$ cat src/rtl/kgp_shift_pkg.sv
// Shared definitions for the iterative shifter: widths, op codes and FSM states.
package kgp_shift_pkg;

  localparam int unsigned DATA_W    = 32;
  localparam int unsigned CNT_W     = 6;
  localparam int unsigned SHIFT_MAX = 32;

  typedef enum logic [1:0] {
    OP_SLL = 2'b00,
    OP_SRL = 2'b01,
    OP_SRA = 2'b10,
    OP_RSV = 2'b11
  } op_e;

  typedef enum logic [1:0] {
    ST_IDLE  = 2'b00,
    ST_SHIFT = 2'b01,
    ST_DONE  = 2'b10
  } state_e;

endpackage

$ cat src/rtl/shift_step.sv
// One-bit shift of a data word; reserved op passes the value through.
module shift_step
  import kgp_shift_pkg::*;
(
  input  logic [DATA_W-1:0] i_value,
  input  op_e               i_op,
  output logic [DATA_W-1:0] o_value_c
);

  // Select the single-bit shift for the current op
  always_comb begin
    o_value_c = i_value;
    case (i_op)
      OP_SLL:  o_value_c = {i_value[DATA_W-2:0], 1'b0};
      OP_SRL:  o_value_c = {1'b0, i_value[DATA_W-1:1]};
      OP_SRA:  o_value_c = {i_value[DATA_W-1], i_value[DATA_W-1:1]};
      default: o_value_c = i_value;
    endcase
  end

endmodule

$ cat src/rtl/multicycle_shifter.sv
// Iterative one-bit-per-cycle shifter with start/busy/done handshake.
module multicycle_shifter
  import kgp_shift_pkg::*;
(
  input  logic              clk,
  input  logic              rst,
  input  logic              start,
  input  logic [1:0]        op,
  input  logic [DATA_W-1:0] operand,
  input  logic [DATA_W-1:0] amount,
  output logic              busy,
  output logic              done,
  output logic [DATA_W-1:0] result
);

  state_e            r_state;
  state_e            w_state_nxt;
  op_e               r_op;
  op_e               w_op_nxt;
  logic [DATA_W-1:0] r_work;
  logic [DATA_W-1:0] w_work_nxt;
  logic [CNT_W-1:0]  r_cnt;
  logic [CNT_W-1:0]  w_cnt_nxt;
  logic [DATA_W-1:0] r_result;
  logic [DATA_W-1:0] w_result_nxt;
  logic              r_busy;
  logic              w_busy_nxt;
  logic              r_done;
  logic              w_done_nxt;
  logic [DATA_W-1:0] w_step;
  logic              w_amt_sat;
  logic [CNT_W-1:0]  w_eff_cnt;

  shift_step u_shift_step (
    .i_value   (r_work),
    .i_op      (r_op),
    .o_value_c (w_step)
  );

  // Effective count: saturate above SHIFT_MAX; reserved op never shifts
  always_comb begin
    w_amt_sat = (|amount[DATA_W-1:CNT_W]) ||
                (amount[CNT_W-1:0] > CNT_W'(SHIFT_MAX));
    if (op_e'(op) == OP_RSV) begin
      w_eff_cnt = '0;
    end else if (w_amt_sat) begin
      w_eff_cnt = CNT_W'(SHIFT_MAX);
    end else begin
      w_eff_cnt = amount[CNT_W-1:0];
    end
  end

  // State register
  always_ff @(posedge clk) begin
    if (rst) begin
      r_state <= ST_IDLE;
    end else begin
      r_state <= w_state_nxt;
    end
  end

  // Next state, datapath next values and registered output next values
  always_comb begin
    w_state_nxt  = r_state;
    w_op_nxt     = r_op;
    w_work_nxt   = r_work;
    w_cnt_nxt    = r_cnt;
    w_result_nxt = r_result;
    case (r_state)
      ST_IDLE: begin
        if (start) begin
          w_work_nxt = operand;
          w_op_nxt   = op_e'(op);
          w_cnt_nxt  = w_eff_cnt;
          if (w_eff_cnt == '0) begin
            w_state_nxt  = ST_DONE;
            w_result_nxt = operand;
          end else begin
            w_state_nxt = ST_SHIFT;
          end
        end
      end
      ST_SHIFT: begin
        w_work_nxt = w_step;
        w_cnt_nxt  = r_cnt - CNT_W'(1);
        if (r_cnt == CNT_W'(1)) begin
          w_state_nxt  = ST_DONE;
          w_result_nxt = w_step;
        end
      end
      ST_DONE: begin
        w_state_nxt = ST_IDLE;
      end
      default: begin
        w_state_nxt = ST_IDLE;
      end
    endcase
    w_busy_nxt = (w_state_nxt != ST_IDLE);
    w_done_nxt = (w_state_nxt == ST_DONE);
  end

  // Datapath and output registers
  always_ff @(posedge clk) begin
    if (rst) begin
      r_op     <= OP_SLL;
      r_work   <= '0;
      r_cnt    <= '0;
      r_result <= '0;
      r_busy   <= 1'b0;
      r_done   <= 1'b0;
    end else begin
      r_op     <= w_op_nxt;
      r_work   <= w_work_nxt;
      r_cnt    <= w_cnt_nxt;
      r_result <= w_result_nxt;
      r_busy   <= w_busy_nxt;
      r_done   <= w_done_nxt;
    end
  end

  assign busy   = r_busy;
  assign done   = r_done;
  assign result = r_result;

endmodule

$ cat config.mk
export PLATFORM = sky130hd
export DESIGN_NAME = multicycle_shifter
export DESIGN_NICKNAME = d
export VERILOG_FILES = /design/src/rtl/kgp_shift_pkg.sv /design/src/rtl/shift_step.sv /design/src/rtl/multicycle_shifter.sv
export SDC_FILE = /design/constraint.sdc
export NUM_CORES = 1
export LEC_CHECK = 0
export CAP_MARGIN = 20
export CELL_PAD_IN_SITES_DETAIL_PLACEMENT = 1
export CELL_PAD_IN_SITES_GLOBAL_PLACEMENT = 2
export CORE_AREA = 5 5 111 113
export DETAILED_ROUTE_END_ITERATION = 6
export DIE_AREA = 0 0 116 118
export DONT_BUFFER_PORTS = 1
export PLACE_DENSITY_LB_ADDON = 0.12
export SLEW_MARGIN = 15
export SYNTH_ARGS = -nofsm -noshare
export SYNTH_HDL_FRONTEND = slang
export SYNTH_SLANG_ARGS = --single-unit
$ cat constraint.sdc
create_clock -name clk -period 5.95 [get_ports clk]
set_input_delay 1.785 -clock clk [delete_from_list [all_inputs] [get_ports clk]]
set_output_delay 1.785 -clock clk [all_outputs]
set_load 0.02 [all_outputs]
Yosys cells after proc, flatten, opt, wreduce, memory -nomap -nowiden
Index checks and enable logic that the tools add are counted.
{ "op_classes": {"addsub": 1, "magnitude_cmp": 1, "n_eq_ne": 9, "mux": 15, "n_reduce_logical": 10} }
{ "op_table": {"columns": ["cell", "count"], "rows": [
  ["$mux W32", 4],
  ["$pmux W32 S2", 2],
  ["$pmux W32 S3", 1],
  ["$reduce_or A26 Y1", 1],
  ["$mux W6", 3],
  ["$pmux W6 S2", 1],
  ["$eq A2 B2 Y1 const B", 3],
  ["$eq A6 B1 Y1 const B", 1],
  ["$gt A6 B6 Y1 const B", 1],
  ["$logic_not A6 Y1", 1],
  ["$mux W2", 3],
  ["$ne A2 B2 Y1 const B", 3],
  ["$sub A6 B1 Y6 const B", 1],
  ["$eq A2 B1 Y1 const B", 2],
  ["$logic_not A2 Y1", 2],
  ["$pmux W2 S2", 1],
  ["$reduce_and A2 Y1", 2],
  ["$reduce_and A4 Y1", 1],
  ["$reduce_bool A2 Y1", 2],
  ["$logic_or A1 B1 Y1", 1]
]} }
{ "word_totals": {"ff_bits": 76, "inputBits": 69, "output_inout_bits": 34, "elab_cells": 43} }

Longest topological paths before layout
Gate-level depths: netlist of the first run.
{ "logic_depth": {"ltp_word": 9, "ltp_mapped": 9, "ltp_nobuf": 7} }

Modules after synthesis
A second synthesis of the first run with hierarchy kept.
{ "unflattened": {"cells_unflattened": 553, "area_unflattened_um2": 4782.1} }
{ "by_module_without_submodules": {"columns": ["mod", "instances", "cells_per_inst", "area_each_um2", "seq_area_each_um2"], "rows": [
  ["multicycle_shifter", 1, 447, 3698.5, 1521.5],
  ["shift_step", 1, 106, 1083.5, 0.0]
]} }

Worst setup path before layout of the first run
No wires, ideal clock.
{ "synth_timing": {"path_kind": "input to register", "startpoint": "input amount[1]", "endpoint": "register r_result[1] (netlist: result[1])", "setup_ns": 0.067, "arrival_ns": 3.333, "required_ns": 5.883, "slack_ns": 2.550, "stages": 6, "n_path_buf": 1, "path_cell_list": "or4_4 > nor2_2 > or4b_4 > buf_6 > a211o_1 > o21ai_2"} }
{ "synth_between": {"elab_chain_len": 7} }
{ "synth_rtl": {"columns": ["item", "line", "rtl"], "rows": [
  ["start: declaration", "multicycle_shifter.sv:10", "input logic [DATA_W-1:0] amount,"],
  ["$gt A6 B6 Y1", "multicycle_shifter.sv:43", "(amount[CNT_W-1:0] > CNT_W'(SHIFT_MAX));"],
  ["$logic_or A1 B1 Y1", "multicycle_shifter.sv:42", "w_amt_sat = (|amount[DATA_W-1:CNT_W]) ||"],
  ["$mux W6 *", "multicycle_shifter.sv:46", "end else if (w_amt_sat) begin"],
  ["$mux W6 *", "multicycle_shifter.sv:44", "if (op_e'(op) == OP_RSV) begin"],
  ["$logic_not A6 Y1 *", "multicycle_shifter.sv:75", "if (w_eff_cnt == '0) begin"],
  ["$ne A2 B2 Y1 (no source line) *", null, null],
  ["$reduce_and A4 Y1 (no source line) *", null, null],
  ["end signal: assignment", "multicycle_shifter.sv:115", "r_result <= w_result_nxt;"],
  ["end: declaration", "multicycle_shifter.sv:24", "logic [DATA_W-1:0] r_result;"]
]} }
Mark *: on every way between the ends. The rest lies on a longest branch, timed or not.
A chain may end at the register's enable or synchronous reset.

Worst setup path in the final report of the first run
{ "layout_timing": {"startpoint": "input amount[24]", "endpoint": "register r_result[3] (netlist: result[3])"} }
{ "layout_between": {"elab_chain_len": 7} }
{ "layout_rtl": {"columns": ["item", "line"], "rows": [
  ["$reduce_or A26 Y1", "multicycle_shifter.sv:42"],
  ["$logic_or A1 B1 Y1", "multicycle_shifter.sv:42"],
  ["$mux W6", "multicycle_shifter.sv:46"],
  ["$mux W6", "multicycle_shifter.sv:44"],
  ["$logic_not A6 Y1", "multicycle_shifter.sv:75"],
  ["$ne A2 B2 Y1 (no source line)", null],
  ["$reduce_and A4 Y1 (no source line)", null]
]} }
No other way between the ends.

==> summary.md, run 1 <==
| Metric | Value |
|---|---|
| Pwr Total | `1.43 mW` |
| Delay of the slowest critical-path stage | `0.80 ns` |
| Post-DP HPWL | `8070 µm` |
| Multiplexer share of the synthesized area | `0.0377` |
| Routed vias/inst | `6.09` |
| XOR/XNOR share of the synthesized area | `0.00204` |
| Synth warnings | `0` |
| Top delay family on crit path | `simple AND/OR/NAND/NOR gates` |
| Largest family of logic cells by synthesized area | `compound AO/OA/AOI/OAI gates` |
| Slowest cell on crit path | `or4b_4` |
| Most used DFF post-synth | `dfxtp_1` |
| Mean Syn Cell Area | `7.98 µm²` |
| Num CTS Buffers | `9` |
| Routed wire per std cell | `19.3 µm` |
| Ranking of synthesized cells by area | `dfxtp_1, o211ai_1, a21oi_1` |
| Chip Height | `118 µm` |
| Max-slew violations | `0` |
| Synthesized instance count | `537` |
| Drt pass-1 iters | `4` |
| P per Cell Area | `311 nW/µm²` |
| Num rows | `39` |
| Vias in the first global route | `4,059` |
| Die width | `116 µm` |
| Die area | `13,700 µm²` |
| Skew-Pair Late Insertion Delay | `0.33 ns` |
| Worst setup SP type | `primary input` |
| GRT busiest layer | `met2` |
| FFs w/ async S/R, synth | `0` |
| Fmax | `0.296 GHz` |
| CTS tree | `yes` |
| Ant. Diodes | `0` |
| Grt met2 use | `0.306` |
| Clock root buffer master | `clkbuf_16` |
| Placer Congestion | `0.722` |
| Status | `complete, no violations` |
| Unrepaired setup endpoints after global routing | `false` |
| Synth Area in Simple Gates | `0.196` |
| Synth area leader | `dfxtp_1` |
| Synth top area share | `0.355` |
| WP data arrival | `3.64 ns` |
| CP max FO | `30` |
| Setup_tns | `0 ns` |
| Final setup vio count | `0` |
| GRT Util Overall | `0.185` |
| Hold_buf cts | `0` |
| Worst-path clk slew | `0.06 ns` |
| Nets | `568` |
| Share of layout cells above drive strength 1 | `0.0757` |
| Leading cell types in the layout, fill and taps excluded | `o211ai_1, dfxtp_1, a21oi_1, nand2_1, o21ai_0` |
| First-pass GRT wire length | `20,700 µm` |
| Drt total wl | `12,500 µm` |
| Global-route met1 utilization | `0.234` |
| CP endpoint kind | `flip-flop` |
| Tcrit/Tclk final | `0.567` |
| TritonCTS sink count | `76` |
| Post-CTS setup buffers | `0` |
| Vias | `3,926` |
| Gates resized, CTS repair | `0` |
| I/O pins | `103` |
| Type of the worst min-delay path | `reg -> reg` |
| H-tree depth | `3` |
| Deepest clock path buffer count | `2` |
| Synth Area in Compound Gates | `0.347` |
| Number of max-cap violations | `0` |
| Clock Skews | `0.00477 ns` |
| Met3 Track Usage GR | `0.0550` |
| Iter 0 DRT Violations | `211` |
| Drc violations | `0` |
| Hold Violations, Final | `0` |
| Seq/Total Area, Yosys | `0.355` |
| CP required | `6.22 ns` |
| Mapped Nets | `608` |
| Distinct cell type count after synthesis | `47` |
| Largest net degree at the start of global routing | `91` |
| Crit-path cells | `nor4_1, nand4b_1, or4b_4, a211o_1, o21ai_2` |
| Worst-Margin Slew | `0.945 ns` |
| Most common cell after layout, fill and taps aside | `o211ai_1` |
| Area Growth Syn to Fin | `7.30%` |
| CORE AREA | `11,200 µm²` |
| Static Leak | `1.34 nW` |
| Overflow left after global routing | `0` |
| Register bit total from synthesis | `76` |
| Inst Count DP | `628` |
| Initial Utilization | `0.382` |
| Initial antenna violation count | `0` |
| FILL cells | `1,360` |
| Critical path class | `in -> reg` |
| DRT antenna net count | `0` |
| Number of synthesized flops with an enable pin | `0` |
| Slew HR | `0.370` |
| Layout Cells excl Fill | `645` |
| Bufs and invs on worst path | `0` |
| Mapped cell area | `4290 µm²` |
| Max VDD drop | `0.128 mV` |
| Port bufs | `0` |
| Post-synthesis adder-cell area fraction | `0.00584` |
| Tmin final | `3.37 ns` |
==> layout make-up <==
type | count | area (µm²) | share of cell area
inverter | 2 | 7.51 | 0.00163
tap | 143 | 179 | 0.0389
multi-input combinational | 402 | 2540 | 0.553
clock inverter | 2 | 35.0 | 0.00762
timing repair buffer | 6 | 65.1 | 0.0141
clock buffer | 14 | 244 | 0.0531
sequential | 76 | 1520 | 0.331
==> metrics by stage <==
| stage | hold WS, ns | worst slack [ns] | instance area, µm² | utilization |
|---|---|---|---|---|
| floorplan | 0.453 | 2.55 | 4290 | - |
| global placement | 0.445 | 2.34 | 4290 | 0.382 |
| detailed placement | 0.450 | 2.26 | 4290 | 0.382 |
| CTS | 0.458 | 2.60 | 4570 | 0.407 |
| global route | 0.482 | 2.39 | 4600 | 0.410 |
| finish | 0.459 | 2.58 | 4600 | 0.410 |
==> sequential cells by signal (all words and copies together), names as in the netlist <==
signal / flops
r_cnt: 6
r_work: 32
busy: 1
result: 32
done: 1
r_op: 2
r_state: 2
==> synth_stat cells (2+ instances only) <==
| cell | number |
|---|---|
| mux2i_1 | 15 |
| inv_1 | 2 |
| o21ai_2 | 3 |
| nand2b_1 | 32 |
| dfxtp_1 | 76 |
| o21ai_0 | 33 |
| o221ai_1 | 27 |
| a221oi_1 | 2 |
| o21ai_1 | 2 |
| nor4_1 | 7 |
| buf_2 | 6 |
| o211ai_1 | 78 |
| nand3_1 | 32 |
| a21oi_1 | 66 |
| a211oi_1 | 2 |
| a31oi_1 | 2 |
| nor3_1 | 11 |
| ha_1 | 2 |
| nor2b_1 | 8 |
| buf_4 | 2 |
| nand2_1 | 40 |
| nor2_1 | 15 |
| a211o_1 | 3 |
| o32ai_1 | 2 |
| buf_1 | 12 |
| clkbuf_1 | 36 |
==> worst reg2reg max path, cell delays in order (launching register included) <==
cell	delay (ns)
dfxtp_1	0.48
nor2b_4	0.19
buf_4	0.67
a31oi_1	0.34
or4b_4	0.77
a211o_1	0.35
o21ai_2	0.06
==> worst paths after layout <==
kind,startpoint,end,slack [ns],cells after the start
worst max-delay path,amount[24],result[3],2.58,5
worst min-delay path,r_op[0],r_op[0],0.46,2
worst max register to register,r_state[0],result[3],3.02,6
worst min register to register,r_op[0],r_op[0],0.46,2
==> per-layer routing <==
layer / wire (µm) / share of wire / vias to the layer above
met2: 5990 / 0.48 / 89
met5: 0 / 0 / -
met1: 5620 / 0.45 / 1861
li1: - / - / 1967
met4: 123 / 0.0099 / 0
met3: 740 / 0.059 / 9
==> report_power, final <==
group	leakage [nW]	switching [mW]	internal [mW]
combinational	0.579	0.164	0.107
sequential	0.624	0.0663	0.558
clock	0.135	0.209	0.325
total	1.34	0.440	0.990
==> cell families (layout without fill, tap and decap cells) <==
family,after synthesis,in the layout
buffers and inverters,59,24
AOI/OAI and AO/OA,225,225
adders and majority gates,2,2
DFF,76,76
and+or+nand+nor,158,158
xor gates and xnor gates,1,1
muxes,16,16
No activity file was read; power rests on OpenSTA's default activity.
==> run 2: changes to the inputs <==
- CORE_AREA: 5 5 111 113 -> 5 5 120 122
- DIE_AREA: 0 0 116 118 -> 0 0 125 127
- clock period: 5.95 -> 2.9 ns (I/O delays scaled with it)
==> run 2 against run 1 <==
Critical path depth increased by 1. Core utilization decreased by 5.2 points. Setup slack got worse by 2.0 ns. Total power increased by 110%. Count of clock-buffer cells in the layout decreased by 3. Combinational power increased by 100%. Largest cell class unchanged.
==> summary.md, run 2 (synthesis results as in run 1) <==
| Metric | Value |
|---|---|
| Status | `complete, no violations` |
| Die width | `125 µm (+7.8%)` |
| Static Leak | `1.38 nW (+3.1%)` |
| Iter 0 DRT Violations | `170 (-19%)` |
| FILL cells | `1,546 (+14%)` |
| CP endpoint kind | `flip-flop` |
| Die area | `15,900 µm² (+16%)` |
| H-tree depth | `3 (unchanged)` |
| Area Growth Syn to Fin | `9.37%` |
| Vias in the first global route | `4,144 (+2.1%)` |
| Leading cell types in the layout, fill and taps excluded | `o211ai_1, dfxtp_1, a21oi_1, nand2_1, o21ai_0` |
| Inst Count DP | `672 (+7.0%)` |
| Drt pass-1 iters | `4 (unchanged)` |
| FF-to-FF End | `result[9]` |
| Tmin final | `2.35 ns` |
| Routed vias/inst | `5.85 (-4.0%)` |
| Max VDD drop | `0.246 mV (+92%)` |
| Clock Skews | `0.00599 ns (+0.00122 ns)` |
| Setup_tns | `0 ns (unchanged)` |
| RR Startpoint | `r_cnt[1]` |
| Drc violations | `0 (unchanged)` |
| Worst hold path stage count | `2 (unchanged)` |
| Fin area | `4690 µm² (+1.9%)` |
| Worst setup SP type | `primary input` |
| Slowest cell on crit path | `or4b_4` |
| GRT Util Overall | `0.169 (-0.0168)` |
| FF-to-FF setup slack | `0.72 ns (-2.30 ns)` |
| HP Start | `r_work[12]` |
| Chip Height | `127 µm (+7.6%)` |
| Worst-Margin Slew | `0.925 ns (-0.0208 ns)` |
| Ant. Diodes | `0 (unchanged)` |
| Gates resized, CTS repair | `0 (unchanged)` |
| Share of layout cells above drive strength 1 | `0.0941 (+0.0184)` |
| Layout Cells excl Fill | `686 (+6.4%)` |
| TritonCTS sink count | `76 (unchanged)` |
| Post-CTS setup buffers | `0 (unchanged)` |
| Crit-path cells | `or4_4, nor2_2, or4b_4, buf_4, nand3_1, a21oi_1` |
| Slew HR | `0.384 (+0.0139)` |
| Pwr Total | `2.93 mW (+110%)` |
| Most common cell after layout, fill and taps aside | `o211ai_1` |
| Routed wire per std cell | `19.3 µm (-0.39%)` |
| Vias | `4,010 (+2.1%)` |
| CP required | `3.12 ns (-3.10 ns)` |
| Unrepaired setup endpoints after global routing | `false` |
| Num CTS Buffers | `9 (unchanged)` |
| CORE AREA | `13,100 µm² (+17%)` |
| Port bufs | `0 (unchanged)` |
| Worst setup startpoint | `amount[1]` |
| Area of the multi-input gates | `2540 µm² (about the same)` |
| First-pass GRT wire length | `21,800 µm (+5.3%)` |
| Number of max-cap violations | `0 (unchanged)` |
| Num rows | `42 (+7.7%)` |
| Tcrit/Tclk final | `0.812` |
| Nets | `578 (+1.8%)` |
| CP max FO | `16 (-47%)` |
| Hold_buf cts | `0 (unchanged)` |
| CTS tree | `yes` |
| Type of the worst min-delay path | `reg -> reg` |
| Worst-path clk slew | `0.06 ns (about the same)` |
| Cell Area, Placed | `4410 µm² (+2.9%)` |
| Overflow left after global routing | `0 (unchanged)` |
| Fmax | `0.425 GHz` |
| Critical path class | `in -> reg` |
| Clock root buffer master | `clkbuf_16` |
| Hold Violations, Final | `0 (unchanged)` |
| Post-DP HPWL | `9180 µm (+14%)` |
| Initial antenna violation count | `0 (unchanged)` |
| Drt total wl | `13,200 µm (+5.9%)` |
| Hold path endpoint | `r_work[12]` |
| DRT antenna net count | `0 (unchanged)` |
| Deepest clock path buffer count | `2 (unchanged)` |
| Final setup vio count | `0 (unchanged)` |
| WP data arrival | `2.58 ns (-1.06 ns)` |
| Initial Utilization | `0.328 (-0.0543)` |
| P per Cell Area | `626 nW/µm² (+100%)` |
| Max-slew violations | `0 (unchanged)` |
| Skew-Pair Late Insertion Delay | `0.34 ns (about the same)` |
| Reg2reg path depth | `8 (+2)` |
| Largest net degree at the start of global routing | `90 (-1.1%)` |
| Delay of the slowest critical-path stage | `0.62 ns (-0.18 ns)` |
| Util after Layout | `0.358 (-0.0515)` |
| Placer Congestion | `0.787 (+9.1%)` |
| I/O pins | `103 (unchanged)` |
| Register area | `1520 µm² (unchanged)` |
## run 2: worst max-delay path: cells and delay by family
family          cells  cell delay (ns)
simple gates        4             1.37
buf+inv             1             0.26
compound gates      1             0.06
## run 2: final cells by class
cell class / instances / area share
clock inverter: 3 / 0.00854
tap: 176 / 0.0470
sequential: 76 / 0.325
timing repair buffer: 16 / 0.0256
multi-input combinational: 402 / 0.542
clock buffer: 11 / 0.0497
inverter: 2 / 0.00160
## run 2: worst max-delay path by stage
stage / to / slack [ns]
finish: result[9] / 0.55
global route: result[13] / 0.41
CTS: result[9] / 0.55
detailed placement: result[9] / 0.19
global placement: result[19] / 0.22
floorplan: result[1] / 0.42
## run 2: per-layer routing
layer | wire [µm] | global-route usage | up-vias
li1 | - | - | 1988
met1 | 5940 | 0.210 | 1920
met2 | 6340 | 0.280 | 88
met3 | 709 | 0.0459 | 14
met4 | 220 | 0.0631 | 0
met5 | 0 | 0 | -
## run 2: power by group
part / internal, mW / switching (mW)
Clock: 0.655 / 0.434
Combinational: 0.225 / 0.330
Sequential: 1.14 / 0.146
## run 2: stage by stage
stage | worst slack (ns) | hold slack, ns
after floorplan | 0.415 | 0.453
after global placement | 0.220 | 0.471
after detailed placement | 0.189 | 0.473
after CTS | 0.551 | 0.480
after global routing | 0.413 | 0.504
final | 0.546 | 0.477
